[src/rtl/uart_tx_feeder.sv]
// Byte FIFO that feeds a UART transmitter. Each byte is launched with a one-cycle
// tx_start pulse, and tx_din is held until the transmitter reports tx_done.
module uart_tx_feeder #(
   parameter int DBIT   = 8,
   parameter int ADDR_W = 4
) (
   input  logic              clk,
   input  logic              rst_n,
   input  logic              wr_en,
   input  logic [DBIT-1:0]   wr_data,
   output logic              full,
   output logic              empty,
   output logic [ADDR_W:0]   count,
   output logic              overflow,
   input  logic              tx_done,
   output logic              tx_start,
   output logic [DBIT-1:0]   tx_din,
   output logic              busy
);

   localparam int DEPTH = 1 << ADDR_W;
   localparam logic [ADDR_W:0] DEPTH_CNT = (ADDR_W+1)'(DEPTH);

   typedef enum logic {L_IDLE = 1'b0, L_WAIT = 1'b1} state_t;

   logic [DBIT-1:0]   mem_q [DEPTH];
   logic [ADDR_W-1:0] wr_ptr_q, wr_ptr_d;
   logic [ADDR_W-1:0] rd_ptr_q, rd_ptr_d;
   logic [ADDR_W:0]   count_q, count_d;
   logic              overflow_q, overflow_d;
   logic              tx_start_q, tx_start_d;
   logic [DBIT-1:0]   tx_din_q, tx_din_d;
   logic              busy_q, busy_d;
   state_t            state_q, state_d;
   logic              push, pop;

   assign full     = (count_q == DEPTH_CNT);
   assign empty    = (count_q == '0);
   assign count    = count_q;
   assign overflow = overflow_q;
   assign tx_start = tx_start_q;
   assign tx_din   = tx_din_q;
   assign busy     = busy_q;

   // A full FIFO refuses the push even when the launcher pops in the same cycle.
   assign push = wr_en && !full;

   always_comb begin
      state_d    = state_q;
      tx_start_d = 1'b0;
      tx_din_d   = tx_din_q;
      busy_d     = busy_q;
      pop        = 1'b0;
      case (state_q)
         L_IDLE: begin
            if (!empty) begin
               pop        = 1'b1;
               tx_din_d   = mem_q[rd_ptr_q];
               tx_start_d = 1'b1;
               busy_d     = 1'b1;
               state_d    = L_WAIT;
            end
         end
         L_WAIT: begin
            if (tx_done) begin
               busy_d  = 1'b0;
               state_d = L_IDLE;
            end
         end
         default: state_d = L_IDLE;
      endcase
   end

   always_comb begin
      wr_ptr_d   = push ? wr_ptr_q + 1'b1 : wr_ptr_q;
      rd_ptr_d   = pop  ? rd_ptr_q + 1'b1 : rd_ptr_q;
      overflow_d = wr_en && full;
      count_d    = count_q;
      if (push && !pop)
         count_d = count_q + 1'b1;
      else if (pop && !push)
         count_d = count_q - 1'b1;
   end

   // Storage is left uninitialised on reset; only the pointers and count are cleared.
   always_ff @(posedge clk) begin
      if (rst_n && push)
         mem_q[wr_ptr_q] <= wr_data;
   end

   always_ff @(posedge clk) begin
      if (!rst_n) begin
         wr_ptr_q   <= '0;
         rd_ptr_q   <= '0;
         count_q    <= '0;
         overflow_q <= 1'b0;
         tx_start_q <= 1'b0;
         tx_din_q   <= '0;
         busy_q     <= 1'b0;
         state_q    <= L_IDLE;
      end else begin
         wr_ptr_q   <= wr_ptr_d;
         rd_ptr_q   <= rd_ptr_d;
         count_q    <= count_d;
         overflow_q <= overflow_d;
         tx_start_q <= tx_start_d;
         tx_din_q   <= tx_din_d;
         busy_q     <= busy_d;
         state_q    <= state_d;
      end
   end

endmodule

[config.mk]
export PLATFORM = sky130hd
export DESIGN_NAME = uart_tx_feeder
export DESIGN_NICKNAME = d
export VERILOG_FILES = /design/src/rtl/uart_tx_feeder.sv
export SDC_FILE = /design/constraint.sdc
export NUM_CORES = 1
export LEC_CHECK = 0
export BUFFER_PORTS_ARGS = -buffer_cell sky130_fd_sc_hd__clkbuf_2
export CORE_ASPECT_RATIO = 0.75
export CORE_MARGIN = 3
export CORE_UTILIZATION = 60
export CTS_CLUSTER_SIZE = 14
export DETAILED_ROUTE_END_ITERATION = 16
export GPL_TIMING_DRIVEN = 0
export MAX_ROUTING_LAYER = met4
export PLACE_DENSITY = 0.77
export SYNTH_ARGS = -nofsm -noshare
export SYNTH_HDL_FRONTEND = slang
export SYNTH_SLANG_ARGS = --single-unit
[constraint.sdc]
create_clock -name clk -period 3.1 [get_ports clk]
set_input_delay 0.31 -clock clk [delete_from_list [all_inputs] [get_ports clk]]
set_output_delay 0.31 -clock clk [all_outputs]
set_load 0.02 [all_outputs]
==> impl_metrics.env, run 1 <==
export IMPL_outcome="completed"
export IMPL_die_area_mm2=0.01151
export IMPL_cts_resized=0
export IMPL_fill_cells=636
export IMPL_tightest_slew_ns=1.278
export IMPL_fmax_ghz=0.3530
export IMPL_power_net_switching_mw=1.592
export IMPL_synth_largest_area_cell="edfxtp_1"
export IMPL_crit_arrival_ns=3.18
export IMPL_grt_pass1_wl_um=18820
export IMPL_yosys_area_share_xor_xnor_pct=1.283
export IMPL_antenna_found_initial=0
export IMPL_drcViolationCount=0
export IMPL_avgSynthCellArea_um2=15.29
export IMPL_via_per_inst=5.855
export IMPL_cts_buffer_depth=2
export IMPL_total_power_mw=5.719
export IMPL_synth_mux_area_share_pct=10.91
export IMPL_final_common_cell="edfxtp_1"
export IMPL_port_buffers=28
export IMPL_multi_input_area_mm2=0.001640
export IMPL_fin_worst_skew_ns=0.005746
export IMPL_gp_congestion=0.8308
export IMPL_initial_core_util_pct=62.63
export IMPL_syn2layout_area_growth_pct=14.70
export IMPL_slowest_stage="nor4_4"
export IMPL_powerDensity_mw_per_mm2=811.3
export IMPL_pwr_share_seq_pct=43.0
export IMPL_fin_nets=472
export IMPL_drtPass1Iterations=5
export IMPL_startpoint="count[3]"
export IMPL_post_route_period_util_pct=91.39
export IMPL_vdd_drop_max_uv=590.2
export IMPL_pwr_share_clk_pct=35.6
export IMPL_synth_adder_area_share_pct=2.158
export IMPL_dp_slack_ns=0.2256
export IMPL_overflow=0
export IMPL_synth_compound_area_share_pct=5.904
export IMPL_htree_levels=4
export IMPL_drive_gt1_share_pct=15.55
export IMPL_post_route_min_period_ns=2.833
export IMPL_cellInternalPower_mw=4.127
export IMPL_post_dp_hpwl_um=8197
export IMPL_ff_latch_area_mm2=0.004344
export IMPL_mostFrequentLayoutCells="edfxtp_1, mux2i_1, o22ai_1"
export IMPL_drt_wl_total_um=12430
export IMPL_startpoint_type="flip-flop"
export IMPL_grt_start_max_net_pins=17
export IMPL_r2r_start="count[3]"
export IMPL_critPathCaptureType="flip-flop"
export IMPL_switching_share_pct=27.84
export IMPL_hold_violations=0
export IMPL_maxCapViolations=0
export IMPL_vias=3484
export IMPL_path_clk_slew_ns=0.06
export IMPL_final_cell_area_mm2=0.007049
export IMPL_cts_sinks=153
export IMPL_synthCells=402
export IMPL_cp_slowest_stage_delay_ns=0.42
export IMPL_fin_ws_ns=0.2670
export IMPL_relSlewSlack_pct=14.17
export IMPL_synthSimpleGateAreaFrac_pct=6.433
export IMPL_io_pins=30
export IMPL_worstHoldPathType="in -> reg"
export IMPL_holdCritStartpoint="wr_en"
export IMPL_drv_slew=0
export IMPL_grt_usage_pct=23.86
export IMPL_ys_warn_count=0
export IMPL_syn_nets=424
export IMPL_synth_area_top_cells="edfxtp_1, mux2i_1, dfxtp_1"
export IMPL_setup_viol=0
export IMPL_cellLeakagePower_nw=2.341
export IMPL_fin_setup_tns_ns=0
export IMPL_required_ns=3.44
export IMPL_core_mm2=0.009813
export IMPL_pwr_share_comb_pct=21.4
export IMPL_first_iter_violations=341
export IMPL_die_width_um=122.9
export IMPL_clk_latency_ns=0.41
export IMPL_diodes=0
export IMPL_cts_tree="yes"
export IMPL_synth_top_family_by_area="multiplexers"
export IMPL_grt_pass1_vias=3345
export IMPL_rsz0062_at_grt="no"
export IMPL_critPathKind="reg -> reg"
export IMPL_placementRows=31
export IMPL_ant_nets=0
export IMPL_drt_wirelength_per_cell_um=20.89
export IMPL_synth_cell_types=33
export IMPL_die_h_um=93.65
export IMPL_ys_seq_elements=153
export IMPL_ys_seq_area_share_pct=70.68
export IMPL_crit_path_max_fanout=10
export IMPL_cts_made_buffers=17
export IMPL_clock_root_buffer="clkbuf_16"
export IMPL_cp_cell_sequence="nor4_4 -> a21oi_2 -> buf_2 -> inv_1 -> ha_1 -> inv_1 -> ha_1 -> a21o_1 -> a21oi_1 -> mux2i_1 -> mux2i_1"
export IMPL_netlist_area_leader_share_pct=62.54
export IMPL_synthesis_area_mm2=0.006146
export IMPL_placed_area_mm2=0.006451
state kept, by name (all words and copies together) (netlist names):
register  count
busy          1
count         5
mem_q       128
overflow      1
rd_ptr_q      4
state_q       1
tx_din        8
tx_start      1
wr_ptr_q      4
path summary, 6_finish.rpt:
path              slack, ns  cells past startpoint       end
setup / recovery       0.27                     11  count[4]
hold / removal         0.15                      2  overflow
setup reg to reg       0.27                     11  count[4]
hold reg to reg        0.48                      2   state_q
cell usage after synthesis (all sizes together):
cell    count
clkbuf      6
inv         9
nor3        4
nand3b      3
nand3       5
buf        16
nand2b      2
a21oi      14
xnor2       4
nand4       2
nor4        9
mux2i      67
or3         1
nor2       16
edfxtp    128
nand2      11
nor2b       5
or3b        2
and3        1
a21o        2
o22ai      32
ha          9
o21ai      11
a21boi      1
fa          1
xor2        5
dfxtp      25
and2       11
cell type report:
cell class / count / area share [%]
clock inverter: 9 / 1.739
buffer: 22 / 1.810
tap: 132 / 2.343
clock buffer: 23 / 6.638
timing repair buffer: 29 / 2.094
sequential: 153 / 61.63
multi-input combinational: 218 / 23.27
inverter: 9 / 0.4792
power by group through the flow:
stage / sequential, mW / combinational [mW] / clock [mW]
CTS: 2.46 / 1.21 / 2.05
global route: 2.47 / 1.34 / 2.15
detailed placement: 2.50 / 1.20 / 0
finish: 2.46 / 1.22 / 2.04
global placement: 2.49 / 1.17 / 0
floorplan: 2.59 / 0.731 / 0
metal layers:
metal,routed length (um),share of wire [%],GRT usage (%),vias to the layer above
met5,0,0,-,-
met4,136,1.1,6.617,0
met3,1134,9.1,6.321,12
met2,5779,46,35.61,139
met1,5379,43,32.94,1706
li1,-,-,-,1627
critical path: cells and delay by family, from the launching register on:
family / cells / cell delay [ns]
muxes: 2 / 0.44
buffers and inverters: 3 / 0.43
AOI/OAI and AO/OA: 3 / 0.54
and+or+nand+nor: 1 / 0.42
adders and majority gates: 2 / 0.55
DFF: 1 / 0.38
through the flow:
stage	util, %	hold WS, ns	std cells
finish	71.83	0.1492	595
global route	71.83	0.1651	595
CTS	71.76	0.1408	594
detailed placement	65.74	0.4721	562
global placement	65.74	0.4635	562
floorplan	-	0.4089	402
cell families after synthesis:
logic type,count (synthesis)
compound gates,60
buf+inv,31
flops,153
xor+xnor,9
fa+ha+maj,10
mux,67
simple gates,72
repair_timing:
item,CTS,global route
setup buffers,0,1
setup endpoints to repair,0,1
hold buffers,0,0
Note: power is estimated with default switching activity, not from simulation.
==> run 2: changes to the inputs <==
--- a/config.mk
+++ b/config.mk
@@ -6,13 +6,15 @@
 export NUM_CORES = 1
 export LEC_CHECK = 0
+export ABC_AREA = 1
 export BUFFER_PORTS_ARGS = -buffer_cell sky130_fd_sc_hd__clkbuf_2
 export CORE_ASPECT_RATIO = 0.75
 export CORE_MARGIN = 3
-export CORE_UTILIZATION = 60
+export CORE_UTILIZATION = 61
+export CTS_CLUSTER_DIAMETER = 40
 export CTS_CLUSTER_SIZE = 14
 export DETAILED_ROUTE_END_ITERATION = 16
 export GPL_TIMING_DRIVEN = 0
 export MAX_ROUTING_LAYER = met4
-export PLACE_DENSITY = 0.77
+export PLACE_DENSITY = 0.78
 export SYNTH_ARGS = -nofsm -noshare
 export SYNTH_HDL_FRONTEND = slang
==> constraint.sdc (replaced) <==
create_clock -name clk -period 3.1 [get_ports clk]
set_input_delay 0.31 -clock clk [delete_from_list [all_inputs] [get_ports clk]]
set_output_delay 0.31 -clock clk [all_outputs]
set_load 0.01 [all_outputs]
==> run 2 against run 1 <==
  * Sequential cell count stayed put
  * Synthesized cell count is 70% higher
  * Sequential power hardly changed
  * Final area is 7.7% higher
  * Utilization is 0.52 points higher
  * Power is 14% higher
==> impl_metrics.env, run 2 <==
export IMPL_gp_congestion=0.9685
export IMPL_cp_slowest_stage_delay_ns=0.43
export IMPL_critPathKind="reg -> reg"
export IMPL_cts_setup_buffers=0
export IMPL_vdd_drop_max_uv=448.9
export IMPL_drcViolationCount=0
export IMPL_ant_nets=0
export IMPL_largest_register_ffs=128
export IMPL_fin_setup_tns_ns=0
export IMPL_cts_buffer_depth=2
export IMPL_htree_levels=4
export IMPL_synth_compound_area_share_pct=1.905
export IMPL_port_buffers=29
export IMPL_path_clk_slew_ns=0.07
export IMPL_relSlewSlack_pct=48.72
export IMPL_initial_core_util_pct=63.85
export IMPL_drv_slew=0
export IMPL_die_h_um=96.75
export IMPL_fmax_ghz=0.3998
export IMPL_required_ns=3.45
export IMPL_fin_worst_skew_ns=0.01428
export IMPL_drive_gt1_share_pct=11.71
export IMPL_die_area_mm2=0.01229
export IMPL_cellLeakagePower_nw=3.316
export IMPL_vias=4804
export IMPL_top_register="mem_q"
export IMPL_cts_resized=0
export IMPL_post_route_min_period_ns=2.501
export IMPL_cp_common_cell="nand2_1"
export IMPL_setup_viol=0
export IMPL_synth_area_top_cells="edfxtp_1, nand2_1, dfxtp_1"
export IMPL_r2r_start="count[3]"
export IMPL_dpl_cell_count=847
export IMPL_syn2layout_area_growth_pct=13.32
export IMPL_holdBufCountCts=0
export IMPL_ys_seq_area_share_pct=64.86
export IMPL_final_cell_area_mm2=0.007590
export IMPL_ys_seq_elements=153
export IMPL_startpoint_type="flip-flop"
export IMPL_fin_nets=752
export IMPL_drtPass1Iterations=5
export IMPL_ys_warn_count=0
export IMPL_drt_wl_total_um=15470
export IMPL_synthCells=682
export IMPL_synth_cell_types=24
export IMPL_post_route_period_util_pct=80.68
export IMPL_placed_area_mm2=0.007013
export IMPL_yosysMostFrequentCell="nand2_1"
export IMPL_synth_top_family_by_area="simple AND/OR/NAND/NOR gates"
export IMPL_rsz0062_at_grt="no"
export IMPL_holdCritStartpoint="wr_en"
export IMPL_holdWs_ns=0.09866
export IMPL_cp_cell_sequence="nor2_1 -> nand4_1 -> nand2_1 -> inv_1 -> ha_1 -> fa_1 -> inv_1 -> nand2_1 -> a21boi_0 -> o21bai_1 -> nand2_1 -> nand2_1 -> a21oi_1"
export IMPL_synth_largest_area_cell="edfxtp_1"
export IMPL_dp_slack_ns=0.6932
export IMPL_core_mm2=0.01049
export IMPL_overflow=0
export IMPL_synthArstFlopShare_pct=0
export IMPL_mostFrequentLayoutCells="nand2_1, edfxtp_1, nand3_1"
export IMPL_slowest_stage="fa_1"
export IMPL_yosys_area_share_xor_xnor_pct=0.6538
export IMPL_synth_adder_area_share_pct=1.980
export IMPL_powerDensity_mw_per_mm2=860.5
export IMPL_hold_violations=0
export IMPL_avgSynthCellArea_um2=9.821
export IMPL_die_width_um=127.0
export IMPL_clock_root_buffer="clkbuf_16"
export IMPL_fill_cells=747
export IMPL_netlist_area_leader_share_pct=57.39
export IMPL_utilization_pct=72.35
export IMPL_synthesis_area_mm2=0.006698
export IMPL_grt_start_max_net_pins=17
export IMPL_cts_made_buffers=17
export IMPL_crit_path_max_fanout=6
export IMPL_maxCapViolations=0
export IMPL_final_cells=879
export IMPL_cts_tree="yes"
export IMPL_synth_mux_area_share_pct=0
export IMPL_synth_edf_count=128
export IMPL_via_per_inst=5.465
export IMPL_placementRows=32
export IMPL_tightest_slew_ns=0.7664
export IMPL_crit_arrival_ns=2.85
export IMPL_critPathCaptureType="flip-flop"
export IMPL_grt_pass1_wl_um=24720
export IMPL_total_power_mw=6.531
export IMPL_final_common_cell="nand2_1"
export IMPL_outcome="completed"
export IMPL_io_pins=30
export IMPL_fin_ws_ns=0.5990
export IMPL_cts_sinks=153
export IMPL_first_iter_violations=619
export IMPL_ys_flop_type="edfxtp_1"
export IMPL_startpoint="count[3]"
export IMPL_drt_wirelength_per_cell_um=17.60
export IMPL_syn_nets=704
export IMPL_post_dp_hpwl_um=10550
export IMPL_diodes=0
export IMPL_netlist_top_cells_count="nand2_1, edfxtp_1, nand3_1"
export IMPL_antenna_found_initial=0
export IMPL_worstHoldPathType="in -> reg"
export IMPL_synthSimpleGateAreaFrac_pct=22.27
export IMPL_grt_usage_pct=27.50
export IMPL_grt_pass1_vias=4759
export IMPL_clk_latency_ns=0.43
-- run 2: worst paths after layout --
path | to | slack [ns] | cells past startpoint
setup reg to reg | count[4] | 0.60 | 13
hold reg to reg | busy | 0.47 | 1
setup / recovery | count[4] | 0.60 | 13
hold / removal | overflow | 0.1 | 3
-- run 2: layout make-up --
class                      count  area (um2)  share of cell area (%)
buffer                        29       193.9                   2.555
clock buffer                  17       425.4                   5.605
clock inverter                15       151.4                   1.995
inverter                      97       364.1                   4.797
multi-input combinational    403        1795                   23.66
sequential                   153        4344                   57.24
tap                          136       170.2                   2.242
timing repair buffer          29       145.1                   1.912
-- run 2: worst max-delay path: cells and delay by family, from the launching register on --
family / cells / cell delay [ns]
AO/OA/AOI/OAI: 3 / 0.38
adder cells (fa/ha/maj): 2 / 0.72
buffers and inverters: 2 / 0.21
flip-flops: 1 / 0.36
AND/OR/NAND/NOR: 6 / 0.77
-- run 2: where the power goes --
part	leakage [nW]	switching [mW]	internal, mW	total, mW
registers	1.36	0.0822	2.35	2.43
logic	1.69	1.37	0.720	2.09
clock network	0.271	0.823	1.18	2.00
-- run 2: metal layers --
metal	routed length [um]	track usage, %	up-vias
met3	1348	6.457	32
met5	0	-	-
met4	353	10.80	0
met2	7426	41.59	206
met1	6340	36.46	2265
li1	-	-	2301
-- run 2: cell families after synthesis --
group,after synthesis
AOI/OAI and AO/OA,24
adders and majority gates,10
DFF,153
xor gates and xnor gates,5
and+or+nand+nor,364
buffers and inverters,126
==> run 3: changes to the inputs <==
ABC_AREA = 0   (was 1)
CORE_UTILIZATION = 55   (was 61)
PLACE_DENSITY = 0.75   (was 0.78)
clock period = 2.1 ns   (was 3.1 ns; I/O delays follow)
==> run 3 against run 2 <==
  * The flow now finishes with violations (negative setup slack)
  * Clock skew fell by 0.0082 ns
  * Final area fell by 4.2%
  * Non-clock buffer count rose by 1
  * Wire length fell by 14%
  * Via count fell by 25%
  * Sequential cell count did not move
  * Largest cell class unchanged
  * First-iteration DRC count fell by 23%
  * Sequential power rose by 50%
  * Power rose by 27%
==> impl_metrics.env, run 3 (synthesis gave the netlist of run 1 again) <==
export IMPL_critical_path_buf_inv_count=4
export IMPL_required_ns=2.40
export IMPL_path_delay_family="compound AO/OA/AOI/OAI gates"
export IMPL_drt_wirelength_per_cell_um=21.79
export IMPL_relSlewSlack_pct=60.35
export IMPL_violations="negative setup slack"
export IMPL_hold_violations=0
export IMPL_drtPass1Iterations=5
export IMPL_vias=3583
export IMPL_clk_latency_ns=0.41
export IMPL_fin_nets=480
export IMPL_largest_register_ffs=128
export IMPL_final_common_cell="edfxtp_1"
export IMPL_rsz0062_at_grt="yes"
export IMPL_placed_area_mm2=0.006516
export IMPL_cp_slowest_stage_delay_ns=0.35
export IMPL_cp_common_cell="ha_4"
export IMPL_routed_top_layer="met4"
export IMPL_mostFrequentLayoutCells="edfxtp_1, mux2i_1, o22ai_1"
export IMPL_io_pins=30
export IMPL_slowest_stage="dfxtp_4"
export IMPL_crit_arrival_ns=2.53
export IMPL_die_h_um=97.55
export IMPL_htree_levels=4
export IMPL_drcViolationCount=0
export IMPL_met1_length_um=5669
export IMPL_grt_start_max_net_pins=17
export IMPL_fill_cells=708
export IMPL_holdPathEnd="overflow"
export IMPL_timing_rr_end="count[3]"
export IMPL_initial_core_util_pct=58.14
export IMPL_post_dp_hpwl_um=8575
export IMPL_final_cells=607
export IMPL_holdBufCountCts=0
export IMPL_cts_made_buffers=17
export IMPL_startpoint_type="flip-flop"
export IMPL_setup_viol=2
export IMPL_core_mm2=0.01057
export IMPL_path_clk_slew_ns=0.06
export IMPL_first_iter_violations=479
export IMPL_grt_pass1_wl_um=20090
export IMPL_top_register="mem_q"
export IMPL_gp_congestion=0.8015
export IMPL_r2r_start="count[2]"
export IMPL_diodes=0
export IMPL_holdWs_ns=0.06250
export IMPL_worstHoldPathType="in -> reg"
export IMPL_syn2layout_area_growth_pct=18.30
export IMPL_dpl_cell_count=566
export IMPL_grt_pass1_vias=3487
export IMPL_critPathCaptureType="flip-flop"
export IMPL_vdd_drop_max_uv=686.4
export IMPL_maxCapViolations=0
export IMPL_overflow=0
export IMPL_outcome="finished with violations"
export IMPL_multi_input_area_mm2=0.001795
export IMPL_cts_tree="yes"
export IMPL_die_width_um=128.1
export IMPL_cts_sinks=153
export IMPL_die_area_mm2=0.01249
export IMPL_utilization_pct=68.79
export IMPL_via_per_inst=5.903
export IMPL_fin_worst_skew_ns=0.006082
export IMPL_cellLeakagePower_nw=2.381
export IMPL_grt_usage_pct=22.75
export IMPL_ff_latch_area_mm2=0.004357
export IMPL_fmax_ghz=0.4480
export IMPL_cp_cell_sequence="nor4_4 -> buf_6 -> a21oi_4 -> inv_2 -> ha_4 -> inv_4 -> buf_12 -> ha_4 -> a21o_1 -> a21oi_2 -> xor2_1 -> o21ai_1 -> and2_1"
export IMPL_fin_ws_ns=-0.1323
export IMPL_post_route_min_period_ns=2.232
export IMPL_hold_depth=2
export IMPL_rr_worst_depth=13
export IMPL_dr_wl_met2_um=6328
export IMPL_tightest_slew_ns=0.5939
export IMPL_crit_path_max_fanout=4
export IMPL_final_cell_area_mm2=0.007271
export IMPL_worst_r2r_setup_slack_ns=-0.13
export IMPL_post_route_period_util_pct=106.3
export IMPL_antenna_found_initial=0
export IMPL_wl_met3_um=1038
export IMPL_drt_wl_total_um=13230
export IMPL_port_buffers=28
export IMPL_drv_slew=0
export IMPL_clock_root_buffer="clkbuf_16"
export IMPL_ant_nets=0
export IMPL_drive_gt1_share_pct=23.35
export IMPL_holdCritStartpoint="wr_en"
export IMPL_critPathKind="reg -> reg"
export IMPL_placementRows=32
export IMPL_cts_buffer_depth=2
export IMPL_powerDensity_mw_per_mm2=1145
## run 3: where the power goes
part,switching (mW),internal (mW)
clock,1.08,1.63
combinational,1.12,0.853
sequential,0.149,3.50
total,2.34,5.98
## run 3: layout make-up
cell class | instances | area share, %
Buffer | 19 | 1.583
Clock buffer | 28 | 6.970
Clock inverter | 4 | 0.2581
Inverter | 9 | 0.4991
Multi-Input combinational cell | 218 | 24.69
Sequential cell | 153 | 59.92
Tap cell | 136 | 2.340
Timing Repair Buffer | 40 | 3.734
## run 3: repair_timing
item / CTS / global route
gates resized for setup: 23 / 8
pin swaps: 4 / 3
setup buffers: 10 / 2
setup endpoints to repair: 89 / 122
## run 3: how the worst max path moves through the flow
stage                         from  depth (start not counted)  slack (ns)           to
after floorplan           count[3]                         11       -0.15     count[4]
after global placement    count[3]                         11       -0.40     count[4]
after detailed placement  count[0]                          4       -0.46  mem_q[0][3]
after CTS                 count[2]                         10       -0.13     count[4]
after global routing      count[2]                         10       -0.22     count[4]
final                     count[2]                         13       -0.13     count[3]
## run 3: metal layers
metal | vias up | GRT usage [%]
met2 | 147 | 33.23
met5 | - | -
met3 | 26 | 5.275
li1 | 1648 | -
met4 | 0 | 7.015
met1 | 1762 | 32.04
## run 3: stage by stage
stage / power [mW] / worst slack (ns) / TNS, ns
after floorplan: 4.904 / -0.1539 / -0.2563
after global placement: 5.407 / -0.4039 / -11.82
after detailed placement: 5.473 / -0.4635 / -14.75
after CTS: 8.287 / -0.1280 / -0.2508
after global routing: 8.689 / -0.2189 / -0.4108
final: 8.326 / -0.1323 / -0.2359
